**src/rtl/imem_loader_pkg.sv**
```systemverilog
// Shared types and constants for the serial instruction-memory loader.
package imem_loader_pkg;

  typedef enum logic [2:0] {
    IDLE  = 3'd0,
    LEN   = 3'd1,
    DATA  = 3'd2,
    WRITE = 3'd3,
    ERR   = 3'd4
  } state_e;

  localparam logic [7:0] DEF_SYNC_BYTE = 8'hA5;
  localparam int         DEF_TIMEOUT   = 50000;
  localparam int         WORD_BYTES    = 4;

  // A frame is in progress in any state between the sync byte and the last write.
  function automatic logic in_frame(input state_e s);
    return (s == LEN) || (s == DATA) || (s == WRITE);
  endfunction

endpackage

```
**src/rtl/imem_loader_timer.sv**
```systemverilog
// Inter-byte idle counter: expires after TIMEOUT consecutive enabled cycles without a clear.
module imem_loader_timer #(
  parameter int TIMEOUT = 50000
) (
  input  logic CLK,
  input  logic RST,
  input  logic clear_i,
  input  logic en_i,
  output logic expire_o
);

  localparam int             CNT_W = $clog2(TIMEOUT + 1);
  localparam logic [CNT_W-1:0] LIMIT = CNT_W'(TIMEOUT - 1);

  logic [CNT_W-1:0] cnt_q;
  logic [CNT_W-1:0] cnt_d;

  always_comb begin
    cnt_d = cnt_q;
    if (clear_i) begin
      cnt_d = '0;
    end else if (en_i && (cnt_q != LIMIT)) begin
      cnt_d = cnt_q + 1'b1;
    end
  end

  always_ff @(posedge CLK) begin
    if (RST) begin
      cnt_q <= '0;
    end else begin
      cnt_q <= cnt_d;
    end
  end

  // Expiry is flagged during the cycle whose closing edge is the TIMEOUT-th idle edge.
  assign expire_o = en_i && (cnt_q >= LIMIT);

endmodule

```
**src/rtl/imem_loader.sv**
```systemverilog
// Serial program loader: assembles little-endian words from a UART byte stream,
// writes them into instruction memory and holds the core in reset while loading.
module imem_loader
  import imem_loader_pkg::*;
#(
  parameter int         DEPTH     = 20,
  parameter logic [7:0] SYNC_BYTE = DEF_SYNC_BYTE,
  parameter int         TIMEOUT   = DEF_TIMEOUT
) (
  input  logic        CLK,
  input  logic        RST,
  input  logic        rx_valid,
  input  logic [7:0]  rx_data,
  input  logic [31:0] pc,
  output logic        imem_we,
  output logic [31:0] imem_addr,
  output logic [31:0] imem_wd,
  output logic        core_hold,
  output logic        busy,
  output logic        error,
  output logic [4:0]  words_loaded
);

  localparam int         CW      = 5;
  localparam int         BW      = $clog2(WORD_BYTES);
  localparam logic [7:0] DEPTH_B = 8'(DEPTH);
  localparam logic [BW-1:0] LAST_LANE = BW'(WORD_BYTES - 1);

  state_e         state_q, state_d;
  logic [CW-1:0]  n_q, n_d;
  logic [CW-1:0]  widx_q, widx_d;
  logic [CW-1:0]  words_q, words_d;
  logic [BW-1:0]  bidx_q, bidx_d;
  logic [31:0]    word_q, word_d;
  logic [31:0]    addr_q, addr_d;
  logic [31:0]    wd_q, wd_d;
  logic           we_q, hold_q, busy_q, err_q;
  logic           sync_hit;
  logic           expire;

  assign sync_hit = rx_valid && (rx_data == SYNC_BYTE);

  imem_loader_timer #(
    .TIMEOUT (TIMEOUT)
  ) u_timer (
    .CLK      (CLK),
    .RST      (RST),
    .clear_i  (rx_valid || !in_frame(state_q)),
    .en_i     (in_frame(state_q)),
    .expire_o (expire)
  );

  always_comb begin
    state_d = state_q;
    n_d     = n_q;
    widx_d  = widx_q;
    words_d = words_q;
    bidx_d  = bidx_q;
    word_d  = word_q;
    addr_d  = addr_q;
    wd_d    = wd_q;
    case (state_q)
      IDLE: begin
        if (sync_hit) state_d = LEN;
      end
      LEN: begin
        if (rx_valid) begin
          if ((rx_data == 8'd0) || (rx_data > DEPTH_B)) begin
            state_d = ERR;
          end else begin
            n_d     = rx_data[CW-1:0];
            widx_d  = '0;
            bidx_d  = '0;
            state_d = DATA;
          end
        end else if (expire) begin
          state_d = ERR;
        end
      end
      DATA: begin
        if (rx_valid) begin
          word_d[8*bidx_q +: 8] = rx_data;
          bidx_d = bidx_q + 1'b1;
          if (bidx_q == LAST_LANE) begin
            wd_d    = word_d;
            addr_d  = {25'd0, widx_q, 2'b00};
            state_d = WRITE;
          end
        end else if (expire) begin
          state_d = ERR;
        end
      end
      WRITE: begin
        widx_d = widx_q + 1'b1;
        // A byte arriving alongside the write already belongs to the next word.
        if (rx_valid) begin
          word_d[7:0] = rx_data;
          bidx_d      = BW'(1);
        end
        if ((widx_q + 1'b1) == n_q) begin
          words_d = n_q;
          state_d = IDLE;
        end else if (!rx_valid && expire) begin
          state_d = ERR;
        end else begin
          state_d = DATA;
        end
      end
      ERR: begin
        if (sync_hit) state_d = LEN;
      end
      default: state_d = IDLE;
    endcase
  end

  always_ff @(posedge CLK) begin
    if (RST) begin
      state_q <= IDLE;
      n_q     <= '0;
      widx_q  <= '0;
      words_q <= '0;
      bidx_q  <= '0;
      word_q  <= '0;
      addr_q  <= '0;
      wd_q    <= '0;
      we_q    <= 1'b0;
      hold_q  <= 1'b0;
      busy_q  <= 1'b0;
      err_q   <= 1'b0;
    end else begin
      state_q <= state_d;
      n_q     <= n_d;
      widx_q  <= widx_d;
      words_q <= words_d;
      bidx_q  <= bidx_d;
      word_q  <= word_d;
      addr_q  <= addr_d;
      wd_q    <= wd_d;
      we_q    <= (state_d == WRITE);
      hold_q  <= (state_d != IDLE);
      busy_q  <= in_frame(state_d);
      err_q   <= (state_d == ERR);
    end
  end

  assign imem_we      = we_q;
  assign imem_wd      = wd_q;
  assign imem_addr    = (state_q == IDLE) ? pc : addr_q;
  assign core_hold    = hold_q;
  assign busy         = busy_q;
  assign error        = err_q;
  assign words_loaded = words_q;

endmodule

```
**config.mk**
```make
export PLATFORM = sky130hd
export DESIGN_NAME = imem_loader
export DESIGN_NICKNAME = d
export VERILOG_FILES = /design/src/rtl/imem_loader_pkg.sv /design/src/rtl/imem_loader_timer.sv /design/src/rtl/imem_loader.sv
export SDC_FILE = /design/constraint.sdc
export NUM_CORES = 1
export LEC_CHECK = 0
export CAP_MARGIN = 20
export CORE_ASPECT_RATIO = 0.9
export CORE_MARGIN = 4
export CORE_UTILIZATION = 40
export CTS_CLUSTER_DIAMETER = 200
export DETAILED_ROUTE_END_ITERATION = 10
export PLACE_DENSITY = 0.69
export SETUP_SLACK_MARGIN = 0.02
export SLEW_MARGIN = 20
export SYNTH_ARGS = -nofsm -noshare
export SYNTH_HDL_FRONTEND = slang
export SYNTH_SLANG_ARGS = --single-unit
```
**constraint.sdc**
```tcl
create_clock -name CLK -period 2.15 [get_ports CLK]
set_input_delay 0.43 -clock CLK [delete_from_list [all_inputs] [get_ports CLK]]
set_output_delay 0.43 -clock CLK [all_outputs]
set_load 0.01 [all_outputs]
```
==> summary.md <==
| Metric | Value |
|---|---|
| Starting density of the core | `41.6%` |
| Post-detailed-route wirelength per cell | `15.8 microns` |
| Area of the core | `12,300 sq um` |
| Area of the die | `14,600 sq um` |
| Cell chosen for the clock root | `sky130_fd_sc_hd__clkbuf_16` |
| GR Overflow Total | `0` |
| Number of global-route vias before repair | `4,767` |
| Drt drc | `0` |
| Leakage power of the design | `0.00266 uW` |
| Critical path peak fanout | `4` |
| RSZ-0062 raised after global routing | `true` |
| Setup TNS | `0 ns` |
| H-tree depth | `3` |
| Detailed Route WL | `14,500 microns` |
| Areal power density over the cells | `542 nW/um^2` |
| Synth async-reset ratio | `0%` |
| Area overhead of the layout relative to synthesis | `41.5%` |
| # diodes | `0` |
| Wire length of the first global-routing pass | `23,200 microns` |
| Detailed-route via count | `4,908` |
| Run status | `completed` |
| Sequential cell area fraction in the yosys report | `42.7%` |
| Post-synthesis adder-cell area fraction | `1.96%` |
| Final critical path time including I/O delays and setup | `2.12 ns` |
| Remaining max-slew budget at the tightest pin | `67.1%` |
| Largest net degree at the start of global routing | `55` |
| Multiplexer fraction of the synthesized cell area | `2.69%` |
| Number of enable flip-flop cells after synthesis | `0` |
| Crit path DAT | `1.69 ns` |
| Total power of the final layout | `3910 uW` |
| Gate Count Post-Synth | `605` |
| Final Instance Area | `7230 sq um` |
| Number of iterations in the first detailed-routing pass | `5` |
| Number of endpoints with negative hold slack in the final report | `0` |
| Final critical-path share of the clock period | `98.4%` |
| Top_reg_cell synth | `sky130_fd_sc_hd__dfxtp_1` |
| CTS tree | `done` |
| Post-Synth XOR/XNOR Area | `3.26%` |
| Area taken by multi-input logic gates | `2930 sq um` |
| Yosys warns | `0` |
| Via density | `5.35` |
| HPWL after DPL | `10,300 microns` |
| Height of the die | `115 microns` |
| Die X-Extent | `127 microns` |
| Number of different library cells in the post-synthesis netlist | `56` |
| Crit-path slowest cell | `sky130_fd_sc_hd__dfxtp_2` |
| Avg Cell Area, Syn | `8.44 sq um` |
| Fraction of layout cells with a size suffix above 1 | `20.2%` |
| Core occupancy in the finished layout | `58.9%` |
| Netlist Area Pre-Place | `5110 sq um` |
| Initial antenna violation count | `0` |
| Area after DPL | `6760 sq um` |
| Net count after synthesis | `656` |
| Number of setup violations in the final report | `0` |
| Critical Path RT | `1.72 ns` |
| Upper clock frequency limit | `0.473 GHz` |
| Number of buffers on the longest clock path | `2` |
| Worst-skew pair later-pin latency | `0.34 ns` |
| Maximum ir drop on the vdd rail | `0.000429 V` |
| Largest family of logic cells by synthesized area | `simple AND/OR/NAND/NOR gates` |
| Number of nets with antenna violations after routing | `0` |
| Number of synthesized register bits | `109` |
| Clock skew after layout | `0.00658 ns` |
| Number of buffers added by the clock tree synthesis step | `9` |
| Total area of sequential cells | `2190 sq um` |
| Count of buffers from port buffering | `115` |
| Clock-pin slew on the worst setup and hold paths | `0.07 ns` |
| Critical Path Source Type | `flip-flop` |
| Row count | `38` |
| Ports placed on the boundary | `116` |
| Ordered cell list for the critical path | `or2_4 -> nor2_4 -> buf_6 -> buf_6 -> mux2_4 -> buf_6` |
| Fillers | `1,053` |
| Transition time at the pin with the least slew margin | `0.492 ns` |
| Final net count | `806` |
| Worst path max stage delay | `0.32 ns` |
| Category of the most critical setup path | `flip-flop to primary output` |
| Critical Path End Type | `primary output` |
| Most numerous cell on the critical path | `sky130_fd_sc_hd__buf_6` |
| Fraction of the mapped netlist area in compound gates | `19.6%` |
| Total of max-cap violations | `0` |
| Count of clock tree sinks | `109` |
| Routability congestion estimate from global placement | `0.884` |
| Count of routing violations after the opening detailed-route iteration | `264` |
| Simple-gate area share of the yosys netlist | `26.0%` |
| Overall global routing resource usage | `19.3%` |
| Class of the worst hold path | `flip-flop to flip-flop` |
| Max-slew violation count | `0` |
[state kept, by name, indices dropped and copies added (netlist names)]
signal and flops:
bidx_q 2, words_loaded 5, busy 1, u_timer.cnt_q 16, n_q 5, widx_q 5
word_q 32, addr_q 5, imem_wd 32, imem_we 1, state_q 3, error 1
core_hold 1
[metal layers]
| metal | share of wire, % | vias to the layer above | GRT usage, % |
|---|---|---|---|
| li1 | - | 2417 | - |
| met1 | 44 | 2318 | 24.7 |
| met2 | 48 | 158 | 33.1 |
| met3 | 6.4 | 15 | 4.46 |
| met4 | 1.1 | 0 | 5.08 |
| met5 | 0 | - | 0 |
[synth_stat cells, drive strengths merged (2+ instances only)]
cell    instances  area [sq um]
xor2            7          61.3
a221oi         10          93.8
and2b           2          15.0
ha              8           100
inv            13          48.8
mux2            6          67.6
a211oi         58           435
and2           31           194
o21bai          2          15.0
nor3b           3          27.5
and3            4          25.0
nand4           2          12.5
a21oi          59           295
dfxtp         109          2180
and4            2          17.5
mux2i           7          70.1
nand3b          3          22.5
nor2b          35           219
xnor2          12           105
nor4            5          37.5
a41oi           2          17.5
or4             2          18.8
nand3          11          55.1
and3b           2          17.5
nor3            7          40.0
clkbuf         26          97.6
or2             3          18.8
o21a            2          15.0
nor2          105           394
or3             6          37.5
o21ai          12          60.1
nand2b          2          12.5
nand2          23          86.3
buf            10          47.6
[timing repair]
action / 4_1_cts / 5_1_grt
endpoints found under the hold margin: 0 / 0
pin swaps: 2 / 10
buffers inserted: 4 / 2
gates cloned: 2 / 0
endpoints found under the setup margin: 37 / 48
resized for setup: 138 / 50
hold buffers: 0 / 0
[worst max-delay path: cells and delay by family, from the launching register on]
family	cells	cell delay, ns
buffers and inverters	3	0.37
AND/OR/NAND/NOR	2	0.36
flip-flops	1	0.32
multiplexers	1	0.30
[cell families after synthesis]
family                   after synthesis
AND/OR/NAND/NOR                      255
AO/OA/AOI/OAI                        152
flip-flops                           109
buffers and inverters                 49
XOR/XNOR                              19
multiplexers                          13
adder cells (fa/ha/maj)                8
[through the flow]
stage / cells / hold WS (ns) / setup slack [ns]
after global placement: 898 / 0.450 / -0.372
after CTS: 918 / 0.461 / -0.0784
final: 918 / 0.461 / 0.0344
after global routing: 918 / 0.500 / -0.0238
after detailed placement: 898 / 0.452 / -0.457
after floorplan: 605 / 0.434 / 0.137
[cell usage in the layout, fill, tap and decap left out, drive strengths merged, types with 11 or more instances in the layout]
cell type      instances
dfxtp                109
nor2                 105
buf                   88
clkdlybuf4s50         82
a21oi                 59
a211oi                58
nor2b                 35
and2                  31
nand2                 23
inv                   13
xnor2                 12
clkbuf                12
o21ai                 12
nand3                 11
[worst paths after layout]
kind	to	depth (start not counted)	slack, ns	start
min	addr_q[3]	2	0.46	addr_q[3]
min reg2reg	addr_q[3]	2	0.46	addr_q[3]
max reg2reg	core_hold	8	0.06	widx_q[0]
max	imem_addr[4]	6	0.03	state_q[0]
[cell type report]
cell class | count | share of cell area, %
Clock buffer | 12 | 3.41
Timing Repair Buffer | 175 | 21.9
Multi-Input combinational cell | 447 | 40.5
Tap cell | 160 | 2.77
Sequential cell | 109 | 30.3
Inverter | 13 | 0.675
Clock inverter | 2 | 0.485
[power by group]
part | total (uW) | internal (uW) | switching (uW) | leakage, uW
logic | 293 | 163 | 130 | 0.00164
clock network | 1600 | 922 | 682 | 0.000139
registers | 2020 | 2020 | 0.116 | 0.000880
total | 3910 | 3100 | 812 | 0.00266
(Power assumes the default switching activity.)
